--- config.mk ---
export PLATFORM = sky130hd
export DESIGN_NAME = pci_ram_arb
export DESIGN_NICKNAME = d
export VERILOG_FILES = /design/src/rtl/pci_arb_pkg.sv /design/src/rtl/pci_arb_starve_cnt.sv /design/src/rtl/pci_ram_arb.sv
export SDC_FILE = /design/constraint.sdc
export NUM_CORES = 1
export LEC_CHECK = 0
export ABC_AREA = 0
export CORE_AREA = 2 2 90 92
export CTS_CLUSTER_SIZE = 20
export DETAILED_ROUTE_END_ITERATION = 7
export DIE_AREA = 0 0 92 94
export HOLD_SLACK_MARGIN = 0.15
export PLACE_DENSITY = 0.68
export SETUP_SLACK_MARGIN = 0.5
export SKIP_LAST_GASP = 1
export SLEW_MARGIN = 20
export SYNTH_ARGS = -nofsm -noshare
export SYNTH_HDL_FRONTEND = slang
export SYNTH_HIERARCHICAL = 1
export SYNTH_SLANG_ARGS = --single-unit
--- constraint.sdc ---
create_clock -name PCI_CLK -period 0.9 [get_ports PCI_CLK]
set_input_delay 0.18 -clock PCI_CLK [delete_from_list [all_inputs] [get_ports PCI_CLK]]
set_output_delay 0.18 -clock PCI_CLK [all_outputs]
set_load 0.1 [all_outputs]
--- src/rtl/pci_arb_pkg.sv ---
// Shared types and constants for the PCI / local-bus RAM arbiter.
// Holds the owner-state encoding, default geometry and starvation limit, and the RAM data width.
package pci_arb_pkg;

  localparam int DATA_W       = 32;
  localparam int ADDR_DEF     = 8;
  localparam int MAX_WAIT_DEF = 16;

  typedef enum logic [1:0] {
    IDLE  = 2'd0,
    PCI   = 2'd1,
    LOC   = 2'd2,
    FORCE = 2'd3
  } arb_state_t;

endpackage

--- src/rtl/pci_arb_starve_cnt.sv ---
// Local-port starvation counter: counts cycles a local request is refused and
// raises force_grant once the refusal streak reaches MAX_WAIT.
module pci_arb_starve_cnt
  import pci_arb_pkg::*;
#(
  parameter int MAX_WAIT = MAX_WAIT_DEF
) (
  input  logic PCI_CLK,
  input  logic PCI_RSTn,
  input  logic loc_req,
  input  logic loc_gnt,
  output logic force_grant
);

  localparam logic [7:0] WAIT_LIMIT = 8'(MAX_WAIT);

  logic [7:0] wait_cnt;

  always_ff @(posedge PCI_CLK or negedge PCI_RSTn) begin
    if (!PCI_RSTn) begin
      wait_cnt <= '0;
    end else if (loc_gnt || !loc_req) begin
      wait_cnt <= '0;
    end else if (wait_cnt != WAIT_LIMIT) begin
      wait_cnt <= wait_cnt + 8'd1;
    end
  end

  // Only force while the local request is still present, so no phantom access is issued.
  assign force_grant = (wait_cnt == WAIT_LIMIT) && loc_req;

endmodule

--- src/rtl/pci_ram_arb.sv ---
// Single-port RAM arbiter between a PCI target and a local port; PCI wins collisions.
// Define ARB_STARVE_GUARD_EN to add the local-port starvation guard (forced local grant).
module pci_ram_arb
  import pci_arb_pkg::*;
#(
  parameter int ADDR     = ADDR_DEF,
  parameter int MAX_WAIT = MAX_WAIT_DEF
) (
  input  logic              PCI_CLK,
  input  logic              PCI_RSTn,
  input  logic              pci_req,
  input  logic              pci_we,
  input  logic [ADDR-1:0]   pci_addr,
  input  logic [DATA_W-1:0] pci_wdata,
  output logic              pci_gnt,
  output logic              pci_wait,
  output logic              pci_rvalid,
  output logic [DATA_W-1:0] pci_rdata,
  input  logic              loc_req,
  input  logic              loc_we,
  input  logic [ADDR-1:0]   loc_addr,
  input  logic [DATA_W-1:0] loc_wdata,
  output logic              loc_gnt,
  output logic              loc_rvalid,
  output logic [DATA_W-1:0] loc_rdata,
  output logic              ram_en,
  output logic              ram_we,
  output logic [ADDR-1:0]   ram_addr,
  output logic [DATA_W-1:0] ram_wdata,
  input  logic [DATA_W-1:0] ram_rdata,
  output logic [1:0]        owner
);

  if (MAX_WAIT < 2 || MAX_WAIT > 255) begin : g_bad_max_wait
    $error("pci_ram_arb: MAX_WAIT must be in 2..255");
  end

  logic       force_grant;
  arb_state_t state;
  logic       pci_vld_p1;
  logic       loc_vld_p1;

`ifdef ARB_STARVE_GUARD_EN
  pci_arb_starve_cnt #(
    .MAX_WAIT(MAX_WAIT)
  ) u_starve_cnt (
    .PCI_CLK    (PCI_CLK),
    .PCI_RSTn   (PCI_RSTn),
    .loc_req    (loc_req),
    .loc_gnt    (loc_gnt),
    .force_grant(force_grant)
  );
`else
  assign force_grant = 1'b0;
`endif

  // Stage p0: combinational grant and RAM strobe in the request cycle
  assign pci_gnt  = pci_req & ~force_grant;
  assign loc_gnt  = loc_req & (force_grant | ~pci_req);
  assign pci_wait = pci_req & force_grant;
  assign ram_en   = pci_gnt | loc_gnt;

  always_comb begin
    ram_we    = 1'b0;
    ram_addr  = '0;
    ram_wdata = '0;
    if (pci_gnt) begin
      ram_we    = pci_we;
      ram_addr  = pci_addr;
      ram_wdata = pci_wdata;
    end else if (loc_gnt) begin
      ram_we    = loc_we;
      ram_addr  = loc_addr;
      ram_wdata = loc_wdata;
    end
  end

  // Stage p1: read-data valid and owner state, one cycle after the grant
  always_ff @(posedge PCI_CLK or negedge PCI_RSTn) begin
    if (!PCI_RSTn) begin
      state      <= IDLE;
      pci_vld_p1 <= 1'b0;
      loc_vld_p1 <= 1'b0;
    end else begin
      pci_vld_p1 <= pci_gnt & ~pci_we;
      loc_vld_p1 <= loc_gnt & ~loc_we;
      if (pci_gnt)                     state <= PCI;
      else if (loc_gnt && force_grant) state <= FORCE;
      else if (loc_gnt)                state <= LOC;
      else                             state <= IDLE;
    end
  end

  assign owner      = state;
  assign pci_rvalid = pci_vld_p1;
  assign loc_rvalid = loc_vld_p1;
  assign pci_rdata  = pci_vld_p1 ? ram_rdata : '0;
  assign loc_rdata  = loc_vld_p1 ? ram_rdata : '0;

endmodule
### Word-level counts from Yosys, hierarchy flattened

Index checks and enable logic that the tools add are counted.

* muxes and demuxes: 10
* bitwise logic cells: 7

Operators by type and width (count)
* 32-bit 2-to-1 mux: 4
* 8-bit 2-to-1 mux: 2
* 2-bit 2-to-1 mux: 2
* 1-bit bitwise AND: 3
* 1-bit NOT: 3
* 1-bit 2-to-1 mux: 2
* 1-bit OR: 1

* bits of input ports: 118
* logic and storage cells: 20
* register bits after elaboration: 4

### Longest topological paths before layout

* depth after elaboration: 4
* mapped depth: 5
* mapped depth without buffers: 2

### Least setup slack after synthesis

Ideal clock, no wire load.

* path kind: register -> output
* from: register pci_vld_p1, in the netlist pci_rvalid
* to: output pci_rdata[10]
* stages on the path, launching flop included: 3
* setup slack: -1271 ps
* required time: 720 ps
* buffers on the path: 1
* arrival: 1991 ps
* path through: dfrtp_1 clkbuf_1 and2_1

* word-level cells in the longest chain between the ends: 1

Ends and longest elaborated chain
* from (decl): line pci_ram_arb.sv:40 `logic pci_vld_p1;`
* from (signal assigned): line pci_ram_arb.sv:85 `pci_vld_p1 <= pci_gnt & ~pci_we;`
* 32-bit 2-to-1 mux: line pci_ram_arb.sv:97 `assign pci_rdata = pci_vld_p1 ? ram_rdata : '0;`
* to (decl): line pci_ram_arb.sv:18 `output logic [DATA_W-1:0] pci_rdata,`

No other way between the ends.

### Worst setup path after layout

* from: register pci_vld_p1, in the netlist pci_rvalid
* to: output pci_rdata[29]

The elaborated chain is that of the path after synthesis.

==> flow_summary.json <==
{
  "outcome": "finished, violations left",
  "violations": "negative setup slack",
  "grt_overflow": 0,
  "synth-seq-area-share_pct": 9.39,
  "swShare_pct": 51.2,
  "dp.final_hpwl_um": 6620,
  "firstDrtPassIters": 4,
  "path_cells": "buf_4, and2_4, buf_12",
  "rows": 32,
  "arrival_ns": 1.21,
  "grt_max_degree": 18,
  "min_period_ns": 1.39,
  "slowest_stage": "dfrtp_4",
  "timing.final.crit_share_pct": 155,
  "yosysWarnings": 6,
  "powerDensity_nw_per_um2": 905,
  "grt_antenna_before_repair": 0,
  "ctsHoldBuffers": 0,
  "drv_cap": 0,
  "end_kind": "primary output",
  "worst-path-max-fanout": 8,
  "viasPerCell": 4.31,
  "cts_tree": "built",
  "cp-start-kind": "flop",
  "internal_power_mw": 2.50,
  "io_buffer_count": 229,
  "grt_pass1_vias": 2398,
  "path_class": "flop to primary output",
  "p_total_mw": 5.12,
  "setup_slack_ns": -0.492,
  "finalSetupViolations": 114,
  "initial_core_util_pct": 14.0,
  "p_leak_nw": 2.45,
  "fin_nets": 504,
  "combPwrFrac_pct": 88.5,
  "seq_power_share_pct": 4.1,
  "diodes": 0,
  "avgSynthCellArea_um2": 8.08,
  "drive_gt1_share_pct": 69.5,
  "crit_buf_inv": 2,
  "slowest_delay_ns": 0.52,
  "drc": 0,
  "cts_buffers": 3,
  "final_cell_mix": "buf_12, clkdlybuf4s50_1, and2_4",
  "final_common_cell": "buf_12",
  "pre_cts_ws_ns": -0.714,
  "clockBufferDepth": 2,
  "grt_use_total_pct": 19.9,
  "worstHoldPathType": "primary input to asynchronous set/reset pin",
  "switchingPower_mw": 2.62,
  "die_width_um": 92,
  "synthCells": 132,
  "cts.sinks": 4,
  "post_drt_wl_per_cell_um": 17.9,
  "required_ns": 0.72,
  "grt_pass1_wl_um": 13300,
  "cts_htree_levels": 1,
  "hold_violations": 0,
  "crit_family": "flip-flops",
  "first_iter_violations": 19,
  "ys_ff_latch": 4,
  "finalMaxSlewViolations": 0,
  "cts-root-buf": "clkbuf_8",
  "rsz0062_at_grt": "yes",
  "ant_nets": 0,
  "die_area_um2": 8650,
  "syn_area_um2": 1070,
  "pin_count": 231,
  "whs_ns": 0.177,
  "fmax_mhz": 718,
  "syn_nets": 250,
  "vdd_drop_max_uv": 614,
  "syn2layout_area_growth_pct": 431,
  "clkTransAtPathRegs_ns": 0.03,
  "detailroute.via_count": 2095,
  "netlist-cell-type-count": 13,
  "cp_num_cells": 3,
  "routabilityCongestion": 0.722,
  "die_h_um": 94,
  "core_area_um2": 7610,
  "wl_um": 8720,
  "clockPowerShare_pct": 7.4
}
sequential cells by signal (all words and copies together), names as in the netlist:
signal      cells
pci_rvalid      1
owner           2
loc_rvalid      1
stage by stage:
step / area, µm² / setup TNS [ns] / utilization, % / cells
after floorplan: 1710 / -39.84 / - / 132
after global placement: 5060 / -50.75 / 66.5 / 454
after detailed placement: 5060 / -51.44 / 66.5 / 454
after CTS: 5600 / -50.57 / 73.6 / 484
after global routing: 5660 / -52.76 / 74.4 / 486
final: 5660 / -50.07 / 74.4 / 486
power groups by stage:
stage | Clock [mW] | Combinational, mW | Sequential [mW]
finish | 0.379 | 4.53 | 0.209
detailed placement | 0 | 4.22 | 0.243
floorplan | 0 | 2.48 | 0.270
global placement | 0 | 4.18 | 0.241
CTS | 0.391 | 4.53 | 0.209
global route | 0.399 | 4.65 | 0.211
per-layer routing:
metal / share of wire (%) / up-vias / global-route usage (%)
met2: 55 / 144 / 39.2
met1: 33 / 971 / 19.5
met3: 11 / 10 / 7.46
met5: 0 / - / 0
li1: - / 970 / -
met4: 1.4 / 0 / 4.73
synth_stat cells (all sizes together):
library cell  number  area [µm²]
a22o              41         359
and2              64         400
and2b              1        7.51
buf               12         146
clkbuf             6        22.5
conb               1        3.75
dfrtp              4         100
nor2b              2        20.0
or2                1        6.26
logic make-up (layout without fill, tap and decap cells):
logic type / count (synthesis) / in the layout / share of synthesized area (%)
DFF: 4 / 4 / 9.39
buffers and inverters: 18 / 270 / 15.8
AOI/OAI and AO/OA: 41 / 41 / 33.7
other: 1 / 1 / 0.352
and+or+nand+nor: 68 / 68 / 40.7
area by class of cell:
type,instances,area (µm²)
Clock buffer,3,41.3
Fill cell,488,1950
Multi-Input combinational cell,110,1320
Sequential cell,4,115
Tap cell,102,128
Timing Repair Buffer,267,4050
timing repair:
| action | in CTS | in global routing |
|---|---|---|
| setup buffers | 21 | 1 |
| gates cloned | 6 | 1 |
| gates resized for setup | 49 | 8 |
| pin swaps | 10 | 8 |
| setup endpoints to repair | 116 | 116 |
how the worst max path moves through the flow:
stage | start | endpoint
floorplan | loc_rvalid | loc_rdata[0]
global placement | loc_req | loc_gnt
detailed placement | loc_req | ram_wdata[7]
CTS | pci_rvalid | pci_rdata[27]
global route | pci_rvalid | pci_rdata[6]
finish | pci_rvalid | pci_rdata[29]
Power figures use the tool's default switching activity.
